## src/rtl/pool_pkg.sv

```systemverilog
// Shared constants and helpers for the 1-D max-pool row sequencer and its neighbours.
package pool_pkg;

    localparam int unsigned DATA_W_DEF     = 32;
    localparam int unsigned WIN_DEF        = 3;
    localparam int unsigned ROW_LEN_DEF    = 16;
    localparam int unsigned OBUF_DEPTH_DEF = 2;

    // Counter width for a modulo-n count; never narrower than one bit.
    function automatic int unsigned clog2_cnt(input int unsigned n);
        return (n <= 1) ? 1 : $clog2(n);
    endfunction

endpackage

```

## src/rtl/pool_row_sequencer_if.sv

```systemverilog
// Upstream row stream, max_reg control/result and downstream pooled stream.
interface pool_row_sequencer_if #(
    parameter int unsigned DATA_W = 32
);
    logic [DATA_W-1:0] in_data;
    logic              in_valid;
    logic              pause_inputs;
    logic [DATA_W-1:0] max_data_in;
    logic              max_we;
    logic              max_rst_m;
    logic [DATA_W-1:0] max_reg_op;
    logic [DATA_W-1:0] pool_out;
    logic              pool_last;
    logic              pool_valid;
    logic              pool_ready;
    logic              row_done;

    modport slave (
        input  in_data, in_valid, max_reg_op, pool_ready,
        output pause_inputs, max_data_in, max_we, max_rst_m,
               pool_out, pool_last, pool_valid, row_done
    );

    modport master (
        output in_data, in_valid, max_reg_op, pool_ready,
        input  pause_inputs, max_data_in, max_we, max_rst_m,
               pool_out, pool_last, pool_valid, row_done
    );
endinterface

```

## src/rtl/pool_obuf.sv

```systemverilog
// Two-entry output buffer holding {last, data}; entry 0 is always the head so outputs come straight from flops.
module pool_obuf #(
    parameter int unsigned DATA_W = 32
) (
    input  logic              clk,
    input  logic              rst,
    input  logic              push_i,
    input  logic [DATA_W-1:0] push_data_i,
    input  logic              push_last_i,
    input  logic              pop_i,
    output logic [DATA_W-1:0] head_data_o,
    output logic              head_last_o,
    output logic              valid_o,
    output logic [1:0]        occ_o
);
    localparam int unsigned EW = DATA_W + 1;

    logic [EW-1:0] head_q, head_d, tail_q, tail_d;
    logic [1:0]    occ_q, occ_d;
    logic          valid_q, valid_d;
    logic          push_ok, pop_ok;
    logic [EW-1:0] new_entry;

    always_comb begin
        head_d    = head_q;
        tail_d    = tail_q;
        occ_d     = occ_q;
        new_entry = {push_last_i, push_data_i};
        pop_ok    = pop_i && valid_q;
        push_ok   = push_i && (occ_q != 2'd2);
        case ({push_ok, pop_ok})
            2'b10: begin
                if (occ_q == 2'd0) head_d = new_entry;
                else               tail_d = new_entry;
                occ_d = occ_q + 2'd1;
            end
            2'b01: begin
                head_d = tail_q;
                occ_d  = occ_q - 2'd1;
            end
            2'b11: begin
                // Occupancy unchanged; the new entry lands behind whatever stays.
                if (occ_q == 2'd1) begin
                    head_d = new_entry;
                end else begin
                    head_d = tail_q;
                    tail_d = new_entry;
                end
            end
            default: ;
        endcase
        valid_d = (occ_d != 2'd0);
    end

    always_ff @(posedge clk) begin
        if (rst) begin
            head_q  <= '0;
            tail_q  <= '0;
            occ_q   <= 2'd0;
            valid_q <= 1'b0;
        end else begin
            head_q  <= head_d;
            tail_q  <= tail_d;
            occ_q   <= occ_d;
            valid_q <= valid_d;
        end
    end

    assign head_data_o = head_q[DATA_W-1:0];
    assign head_last_o = head_q[DATA_W];
    assign valid_o     = valid_q;
    assign occ_o       = occ_q;

endmodule

```

## src/rtl/pool_row_sequencer.sv

```systemverilog
// Issues a row stream to an external running-max register and buffers one pooled result per window.
module pool_row_sequencer
    import pool_pkg::*;
#(
    parameter int unsigned DATA_W     = DATA_W_DEF,
    parameter int unsigned WIN        = WIN_DEF,
    parameter int unsigned ROW_LEN    = ROW_LEN_DEF,
    parameter int unsigned OBUF_DEPTH = OBUF_DEPTH_DEF
) (
    input  logic                 clk,
    input  logic                 master_rst,
    pool_row_sequencer_if.slave  bus
);
    localparam int unsigned EW = clog2_cnt(WIN);
    localparam int unsigned RW = clog2_cnt(ROW_LEN);

    logic [EW-1:0]     elem_cnt_q, elem_cnt_d;
    logic [RW-1:0]     row_cnt_q, row_cnt_d;
    logic [DATA_W-1:0] max_data_in_q, max_data_in_d;
    logic              max_we_q, max_we_d;
    logic              max_rst_m_q, max_rst_m_d;
    logic              wend_q, wend_d;
    logic              rend_q, rend_d;
    logic              capture_pending_q, capture_pending_d;
    logic              last_pending_q, last_pending_d;
    logic              row_done_q, row_done_d;

    logic              accept_c, win_end_c, row_end_c, wend_in_flight_c;
    logic [1:0]        occ;
    logic              obuf_valid;

    assign row_end_c        = (row_cnt_q == RW'(ROW_LEN - 1));
    assign win_end_c        = (elem_cnt_q == EW'(WIN - 1)) || row_end_c;
    assign wend_in_flight_c = max_we_q && wend_q;

    // Reserve a buffer slot for every window result already in the pipeline.
    assign bus.pause_inputs = (3'(occ) + 3'(capture_pending_q) + 3'(wend_in_flight_c))
                              >= 3'(OBUF_DEPTH);
    assign accept_c         = bus.in_valid && !bus.pause_inputs;

    always_comb begin
        elem_cnt_d        = elem_cnt_q;
        row_cnt_d         = row_cnt_q;
        max_data_in_d     = max_data_in_q;
        max_we_d          = 1'b0;
        max_rst_m_d       = 1'b0;
        wend_d            = 1'b0;
        rend_d            = 1'b0;
        capture_pending_d = wend_in_flight_c;
        last_pending_d    = wend_in_flight_c && rend_q;
        row_done_d        = capture_pending_q && last_pending_q;
        if (accept_c) begin
            max_data_in_d = bus.in_data;
            max_we_d      = 1'b1;
            max_rst_m_d   = (elem_cnt_q == '0);
            wend_d        = win_end_c;
            rend_d        = row_end_c;
            elem_cnt_d    = win_end_c ? '0 : elem_cnt_q + EW'(1);
            row_cnt_d     = row_end_c ? '0 : row_cnt_q + RW'(1);
        end
    end

    always_ff @(posedge clk) begin
        if (master_rst) begin
            elem_cnt_q        <= '0;
            row_cnt_q         <= '0;
            max_data_in_q     <= '0;
            max_we_q          <= 1'b0;
            max_rst_m_q       <= 1'b0;
            wend_q            <= 1'b0;
            rend_q            <= 1'b0;
            capture_pending_q <= 1'b0;
            last_pending_q    <= 1'b0;
            row_done_q        <= 1'b0;
        end else begin
            elem_cnt_q        <= elem_cnt_d;
            row_cnt_q         <= row_cnt_d;
            max_data_in_q     <= max_data_in_d;
            max_we_q          <= max_we_d;
            max_rst_m_q       <= max_rst_m_d;
            wend_q            <= wend_d;
            rend_q            <= rend_d;
            capture_pending_q <= capture_pending_d;
            last_pending_q    <= last_pending_d;
            row_done_q        <= row_done_d;
        end
    end

    // max_reg_op already holds the finished window when capture is pending.
    pool_obuf #(.DATA_W(DATA_W)) u_obuf (
        .clk         (clk),
        .rst         (master_rst),
        .push_i      (capture_pending_q),
        .push_data_i (bus.max_reg_op),
        .push_last_i (last_pending_q),
        .pop_i       (bus.pool_valid && bus.pool_ready),
        .head_data_o (bus.pool_out),
        .head_last_o (bus.pool_last),
        .valid_o     (obuf_valid),
        .occ_o       (occ)
    );

    assign bus.pool_valid  = obuf_valid;
    assign bus.max_data_in = max_data_in_q;
    assign bus.max_we      = max_we_q;
    assign bus.max_rst_m   = max_rst_m_q;
    assign bus.row_done    = row_done_q;

endmodule

```

## src/flat_wrapper.sv

```systemverilog
// flat-port wrapper written by rule: the top's interface ports become plain ports
module pool_row_sequencer_flat import pool_pkg::*;
#(
    parameter int unsigned DATA_W     = DATA_W_DEF,
    parameter int unsigned WIN        = WIN_DEF,
    parameter int unsigned ROW_LEN    = ROW_LEN_DEF,
    parameter int unsigned OBUF_DEPTH = OBUF_DEPTH_DEF
)
  (clk, master_rst, bus_in_data, bus_in_valid, bus_max_reg_op, bus_pool_ready, bus_pause_inputs, bus_max_data_in, bus_max_we, bus_max_rst_m, bus_pool_out, bus_pool_last, bus_pool_valid, bus_row_done);
  pool_row_sequencer_if #(.DATA_W(DATA_W)) bus_i ();
  input  logic clk;
  input  logic master_rst;
  input wire logic [$bits(bus_i.in_data)-1:0] bus_in_data;
  input wire logic [$bits(bus_i.in_valid)-1:0] bus_in_valid;
  input wire logic [$bits(bus_i.max_reg_op)-1:0] bus_max_reg_op;
  input wire logic [$bits(bus_i.pool_ready)-1:0] bus_pool_ready;
  output wire logic [$bits(bus_i.pause_inputs)-1:0] bus_pause_inputs;
  output wire logic [$bits(bus_i.max_data_in)-1:0] bus_max_data_in;
  output wire logic [$bits(bus_i.max_we)-1:0] bus_max_we;
  output wire logic [$bits(bus_i.max_rst_m)-1:0] bus_max_rst_m;
  output wire logic [$bits(bus_i.pool_out)-1:0] bus_pool_out;
  output wire logic [$bits(bus_i.pool_last)-1:0] bus_pool_last;
  output wire logic [$bits(bus_i.pool_valid)-1:0] bus_pool_valid;
  output wire logic [$bits(bus_i.row_done)-1:0] bus_row_done;
  assign bus_i.in_data = bus_in_data;
  assign bus_i.in_valid = bus_in_valid;
  assign bus_i.max_reg_op = bus_max_reg_op;
  assign bus_i.pool_ready = bus_pool_ready;
  assign bus_pause_inputs = bus_i.pause_inputs;
  assign bus_max_data_in = bus_i.max_data_in;
  assign bus_max_we = bus_i.max_we;
  assign bus_max_rst_m = bus_i.max_rst_m;
  assign bus_pool_out = bus_i.pool_out;
  assign bus_pool_last = bus_i.pool_last;
  assign bus_pool_valid = bus_i.pool_valid;
  assign bus_row_done = bus_i.row_done;
  pool_row_sequencer #(.DATA_W(DATA_W), .WIN(WIN), .ROW_LEN(ROW_LEN), .OBUF_DEPTH(OBUF_DEPTH)) u_core (.clk(clk), .master_rst(master_rst), .bus(bus_i));
endmodule
```

## config.mk

```make
export PLATFORM = sky130hd
export DESIGN_NAME = pool_row_sequencer_flat
export DESIGN_NICKNAME = d
export VERILOG_FILES = /design/src/rtl/pool_pkg.sv /design/src/rtl/pool_row_sequencer_if.sv /design/src/rtl/pool_obuf.sv /design/src/rtl/pool_row_sequencer.sv /design/src/flat_wrapper.sv
export SDC_FILE = /design/constraint.sdc
export NUM_CORES = 1
export LEC_CHECK = 0
export BUFFER_PORTS_ARGS = -buffer_cell sky130_fd_sc_hd__buf_4
export CELL_PAD_IN_SITES_DETAIL_PLACEMENT = 0
export CELL_PAD_IN_SITES_GLOBAL_PLACEMENT = 1
export CORE_MARGIN = 4
export CORE_UTILIZATION = 43
export CTS_CLUSTER_DIAMETER = 30
export CTS_CLUSTER_SIZE = 25
export DETAILED_ROUTE_END_ITERATION = 12
export PLACE_DENSITY_LB_ADDON = 0.1
export SLEW_MARGIN = 10
export SYNTH_ARGS = -nofsm -noshare
export SYNTH_HDL_FRONTEND = slang
export SYNTH_SLANG_ARGS = --single-unit
```

## constraint.sdc

```tcl
create_clock -name clk -period 5 [get_ports clk]
set_input_delay 0.5 -clock clk [delete_from_list [all_inputs] [get_ports clk]]
set_output_delay 0.5 -clock clk [all_outputs]
set_load 0.01 [all_outputs]
```

==> impl_metrics.xml <==
<?xml version="1.0" encoding="UTF-8"?>
<metrics>
  <group name="run_status">
    <metric name="run_status" unit="">completed</metric>
  </group>
  <group name="grt">
    <metric name="globalRouteOverflowTotal" unit="">0</metric>
    <metric name="first_global_vias" unit="">5229</metric>
    <metric name="first_pass_grt_wire_length" unit="µm">27400</metric>
    <metric name="grt_start_max_net_pins" unit="">72</metric>
    <metric name="antenna_violations_before_repair" unit="">0</metric>
    <metric name="grt_util_all_layers" unit="%">22.7</metric>
  </group>
  <group name="placement">
    <metric name="hpwlAfterDp" unit="µm">10200</metric>
    <metric name="finalWeightedCongestion" unit="">0.773</metric>
    <metric name="port-buffer-count" unit="">137</metric>
  </group>
  <group name="timing">
    <metric name="finalWorstPathRequiredPeriod" unit="ns">3.42</metric>
    <metric name="max_freq" unit="MHz">292</metric>
    <metric name="timing.setup.tns" unit="ns">0</metric>
    <metric name="setup_repair_after_global_routing_missed_its_margin" unit="">no</metric>
    <metric name="finalHoldViolCount" unit="">0</metric>
    <metric name="final-max-slew-violation-count" unit="">0</metric>
    <metric name="slew-limit-headroom" unit="%">16.3</metric>
    <metric name="finalCritPeriodShare" unit="%">68.5</metric>
    <metric name="worst_pin_slew" unit="ns">1.26</metric>
    <metric name="setup_viol_count_final" unit="">0</metric>
    <metric name="fin_worst_skew" unit="ns">0.00304</metric>
  </group>
  <group name="route">
    <metric name="antenna_left" unit="">0</metric>
    <metric name="detailroute.via_count" unit="">5395</metric>
    <metric name="detail_routed_net_length_per_standard_cell" unit="µm">19.5</metric>
    <metric name="finalWirelength" unit="µm">17000</metric>
    <metric name="detailedRoute.firstPassIterationCount" unit="">7</metric>
    <metric name="drt_first_iter_violations" unit="">557</metric>
    <metric name="drt-vias-per-instance" unit="">6.20</metric>
    <metric name="drc" unit="">0</metric>
  </group>
  <group name="clock_network">
    <metric name="post-cts-setup-buffer-count" unit="">0</metric>
    <metric name="numClockSinks" unit="">114</metric>
    <metric name="cts_tree" unit="">done</metric>
    <metric name="path_clk_slew" unit="ns">0.05</metric>
    <metric name="clock-root-buffer" unit="">sky130_fd_sc_hd__clkbuf_16</metric>
    <metric name="cts.htree.levels" unit="">4</metric>
    <metric name="cts_repair_resize_count" unit="">0</metric>
    <metric name="holdBufCountCts" unit="">0</metric>
    <metric name="cts-buffers-inserted" unit="">17</metric>
    <metric name="cts-root-to-sink-buffers" unit="">2</metric>
    <metric name="worstSkewPairLatency" unit="ns">0.41</metric>
  </group>
  <group name="setup_path">
    <metric name="path_class" unit="">reg2reg</metric>
    <metric name="max_stage_delay_cell_worst_path" unit="">sky130_fd_sc_hd__or2_2</metric>
    <metric name="critPathRequiredTime" unit="ns">5.31</metric>
    <metric name="endpoint_kind" unit="">flip-flop</metric>
    <metric name="critPathBufInv" unit="">2</metric>
    <metric name="r2r_end" unit="">u_core.u_obuf.head_q[26]$_SDFFE_PP0P_</metric>
    <metric name="worst_path_largest_cell_delay" unit="ns">0.71</metric>
    <metric name="cp_top_family" unit="">simple AND/OR/NAND/NOR gates</metric>
    <metric name="cp_data_arrival_time" unit="ns">3.74</metric>
    <metric name="cpMostUsedCell" unit="">sky130_fd_sc_hd__and2_1</metric>
    <metric name="crit_path_max_fanout" unit="">35</metric>
    <metric name="timing.critical_path.from_type" unit="">flip-flop</metric>
    <metric name="crit-reg2reg-launch" unit="">u_core.u_obuf.valid_o$_SDFF_PP0_</metric>
    <metric name="worst-r2r-cell-count" unit="">7</metric>
    <metric name="crit_path_cell_trace" unit="">and2_1, clkinv_2, ha_1, and2_1, buf_4, or2_2, a311oi_1</metric>
    <metric name="ff2ff_setup_slack" unit="ns">1.58</metric>
  </group>
  <group name="cells_and_area">
    <metric name="layout_commonest_cell" unit="">sky130_fd_sc_hd__buf_4</metric>
    <metric name="syn_to_final_growth" unit="%">26.1</metric>
    <metric name="highest_count_cells_in_the_layout_ignoring_fill_and_taps" unit="">sky130_fd_sc_hd__buf_4 (151), sky130_fd_sc_hd__dfxtp_1 (114), sky130_fd_sc_hd__o211ai_1 (102), sky130_fd_sc_hd__a21oi_1 (71), sky130_fd_sc_hd__o221ai_1 (36)</metric>
    <metric name="num-fill-cells" unit="">1203</metric>
    <metric name="finalCoreUtilization" unit="%">56.0</metric>
    <metric name="fin_nets" unit="">769</metric>
    <metric name="layout-drive-gt1-share" unit="%">30.9</metric>
    <metric name="antenna_cells" unit="">0</metric>
  </group>
  <group name="pwr">
    <metric name="vdd.ir_drop.worst" unit="mV">0.186</metric>
    <metric name="power_density" unit="nW/µm²">301</metric>
    <metric name="combPwrFrac" unit="%">7.0</metric>
    <metric name="internal_power" unit="mW">1.68</metric>
    <metric name="total_switching_power" unit="mW">0.464</metric>
    <metric name="total_power" unit="mW">2.14</metric>
    <metric name="power.sequential.fraction" unit="%">43.8</metric>
    <metric name="clock_power_share" unit="%">49.2</metric>
    <metric name="sw_frac_of_total" unit="%">21.6</metric>
    <metric name="total_leakage_power" unit="nW">2.45</metric>
  </group>
  <group name="logic_synthesis">
    <metric name="post_synth_inst_count" unit="">614</metric>
    <metric name="ys_ff_latch" unit="">114</metric>
    <metric name="synth.lib_cells_used.distinct" unit="">38</metric>
    <metric name="synthArstFlopShare" unit="%">0</metric>
    <metric name="synth-seq-area-share" unit="%">40.4</metric>
    <metric name="synth-warning-count" unit="">0</metric>
    <metric name="mapped_area" unit="µm²">5650</metric>
    <metric name="synth_ff_type" unit="">sky130_fd_sc_hd__dfxtp_1</metric>
    <metric name="edff_count_synth" unit="">0</metric>
    <metric name="synth.avg_cell_area" unit="µm²">9.20</metric>
    <metric name="synth.net_count" unit="">692</metric>
  </group>
  <group name="hold_path">
    <metric name="timing.hold.worst.class" unit="">in2reg</metric>
    <metric name="hold_start" unit="">bus_in_data[13]</metric>
    <metric name="cells_on_worst_hold_path" unit="">3</metric>
    <metric name="worstHoldEndpoint" unit="">u_core.bus.max_data_in[13]$_SDFFE_PP0P_</metric>
  </group>
  <group name="floorplanning">
    <metric name="boundaryPins" unit="">138</metric>
    <metric name="die_w" unit="µm">123</metric>
    <metric name="die-area" unit="µm²">15000</metric>
    <metric name="design.core.area" unit="µm²">12700</metric>
    <metric name="start_util" unit="%">44.4</metric>
    <metric name="dieHeight" unit="µm">123</metric>
    <metric name="row_count" unit="">41</metric>
  </group>
  <group name="run">
    <metric name="timing.max_cap.violations" unit="">0</metric>
  </group>
</metrics>
==> metal layers <==
metal	global-route usage (%)	share of wire, %	vias up
met2	33.7	46	193
met5	0	0	-
li1	-	-	2580
met1	32.7	46	2604
met3	5.62	6.6	18
met4	6.51	1.2	0
==> sequential cells by signal, indices dropped and copies added (netlist names) <==
name / count
u_core.bus.row_done: 1
u_core.last_pending_q: 1
u_core.bus.max_we: 1
u_core.bus.max_rst_m: 1
u_core.rend_q: 1
u_core.u_obuf.valid_o: 1
u_core.row_cnt_q: 4
u_core.bus.max_data_in: 32
u_core.elem_cnt_q: 2
u_core.u_obuf.tail_q: 33
u_core.u_obuf.head_q: 33
u_core.wend_q: 1
u_core.capture_pending_q: 1
u_core.u_obuf.occ_o: 2
==> cells in the mapped netlist, types with 2 or more instances <==
library cell	count	area (µm²)
sky130_fd_sc_hd__dfxtp_1	114	2280
sky130_fd_sc_hd__o211ai_1	102	766
sky130_fd_sc_hd__a21oi_1	72	360
sky130_fd_sc_hd__clkbuf_1	53	199
sky130_fd_sc_hd__o221ai_1	36	315
sky130_fd_sc_hd__nor3_1	34	170
sky130_fd_sc_hd__o21ai_0	34	170
sky130_fd_sc_hd__o31ai_1	33	248
sky130_fd_sc_hd__a311oi_2	30	450
sky130_fd_sc_hd__buf_2	30	150
sky130_fd_sc_hd__ha_1	10	125
sky130_fd_sc_hd__nor2_1	7	26.3
sky130_fd_sc_hd__inv_1	6	22.5
sky130_fd_sc_hd__and2_1	5	31.3
sky130_fd_sc_hd__buf_6	5	56.3
sky130_fd_sc_hd__nand2_1	5	18.8
sky130_fd_sc_hd__nor2b_1	5	31.3
sky130_fd_sc_hd__a31oi_1	4	25.0
sky130_fd_sc_hd__buf_1	4	15.0
sky130_fd_sc_hd__a311oi_1	3	26.3
sky130_fd_sc_hd__and3_1	2	12.5
sky130_fd_sc_hd__nand2b_1	2	12.5
sky130_fd_sc_hd__o2111ai_1	2	17.5
sky130_fd_sc_hd__o21ai_1	2	10.0
==> logic make-up (layout without fill, tap and decap cells) <==
| logic type | after synthesis | after routing | synth area share (%) |
|---|---|---|---|
| adder cells (fa/ha/maj) | 10 | 10 | 2.21 |
| multiplexers | 3 | 3 | 0.576 |
| flip-flops | 114 | 114 | 40.4 |
| buffers and inverters | 100 | 184 | 8.06 |
| AO/OA/AOI/OAI | 321 | 321 | 42.7 |
| AND/OR/NAND/NOR | 66 | 66 | 6.11 |
==> worst min-delay path, cell delays in order <==
cell and delay [ns]:
sky130_fd_sc_hd__buf_4 0.11, sky130_fd_sc_hd__o211ai_1 0.07, sky130_fd_sc_hd__a21oi_1 0.06
==> how the worst max path moves through the flow <==
stage,start,end,slack (ns),depth (start not counted)
4_1_cts,u_core.u_obuf.valid_o$_SDFF_PP0_,u_core.u_obuf.head_q[26]$_SDFFE_PP0P_,1.50,7
3_3_place_gp,bus_pool_ready,u_core.u_obuf.head_q[25]$_SDFFE_PP0P_,1.45,8
2_1_floorplan,bus_pool_ready,u_core.u_obuf.head_q[0]$_SDFFE_PP0P_,2.77,11
6_report,u_core.u_obuf.valid_o$_SDFF_PP0_,u_core.u_obuf.head_q[26]$_SDFFE_PP0P_,1.58,7
3_5_place_dp,bus_pool_ready,u_core.u_obuf.head_q[26]$_SDFFE_PP0P_,1.30,8
5_1_grt,u_core.u_obuf.valid_o$_SDFF_PP0_,u_core.u_obuf.head_q[25]$_SDFFE_PP0P_,1.23,7
==> per-stage QoR <==
stage / worst slack (ns) / std cells / hold WS, ns / cell area (µm²)
6_report: 1.58 / 870 / 0.373 / 7130
5_1_grt: 1.23 / 870 / 0.374 / 7130
4_1_cts: 1.50 / 870 / 0.362 / 7120
3_5_place_dp: 1.30 / 844 / 0.422 / 6610
3_3_place_gp: 1.45 / 844 / 0.417 / 6610
2_1_floorplan: 2.77 / 614 / 0.406 / 5650
==> area by class of cell <==
class	count	area (µm²)	area share, %
clock buffer	26	509	7.15
inverter	7	27.5	0.386
multi-input combinational	400	2960	41.5
sequential	114	2280	32.0
tap	172	215	3.02
timing repair buffer	151	1130	15.9
==> power by group through the flow <==
| stage | Combinational (mW) | Clock, mW | Sequential (mW) |
|---|---|---|---|
| 2_1_floorplan | 0.0630 | 0 | 0.960 |
| 3_3_place_gp | 0.148 | 0 | 0.955 |
| 3_5_place_dp | 0.150 | 0 | 0.956 |
| 4_1_cts | 0.150 | 1.07 | 0.938 |
| 5_1_grt | 0.163 | 1.12 | 0.939 |
| 6_report | 0.150 | 1.06 | 0.938 |
No activity file was read; power rests on OpenSTA's default activity.
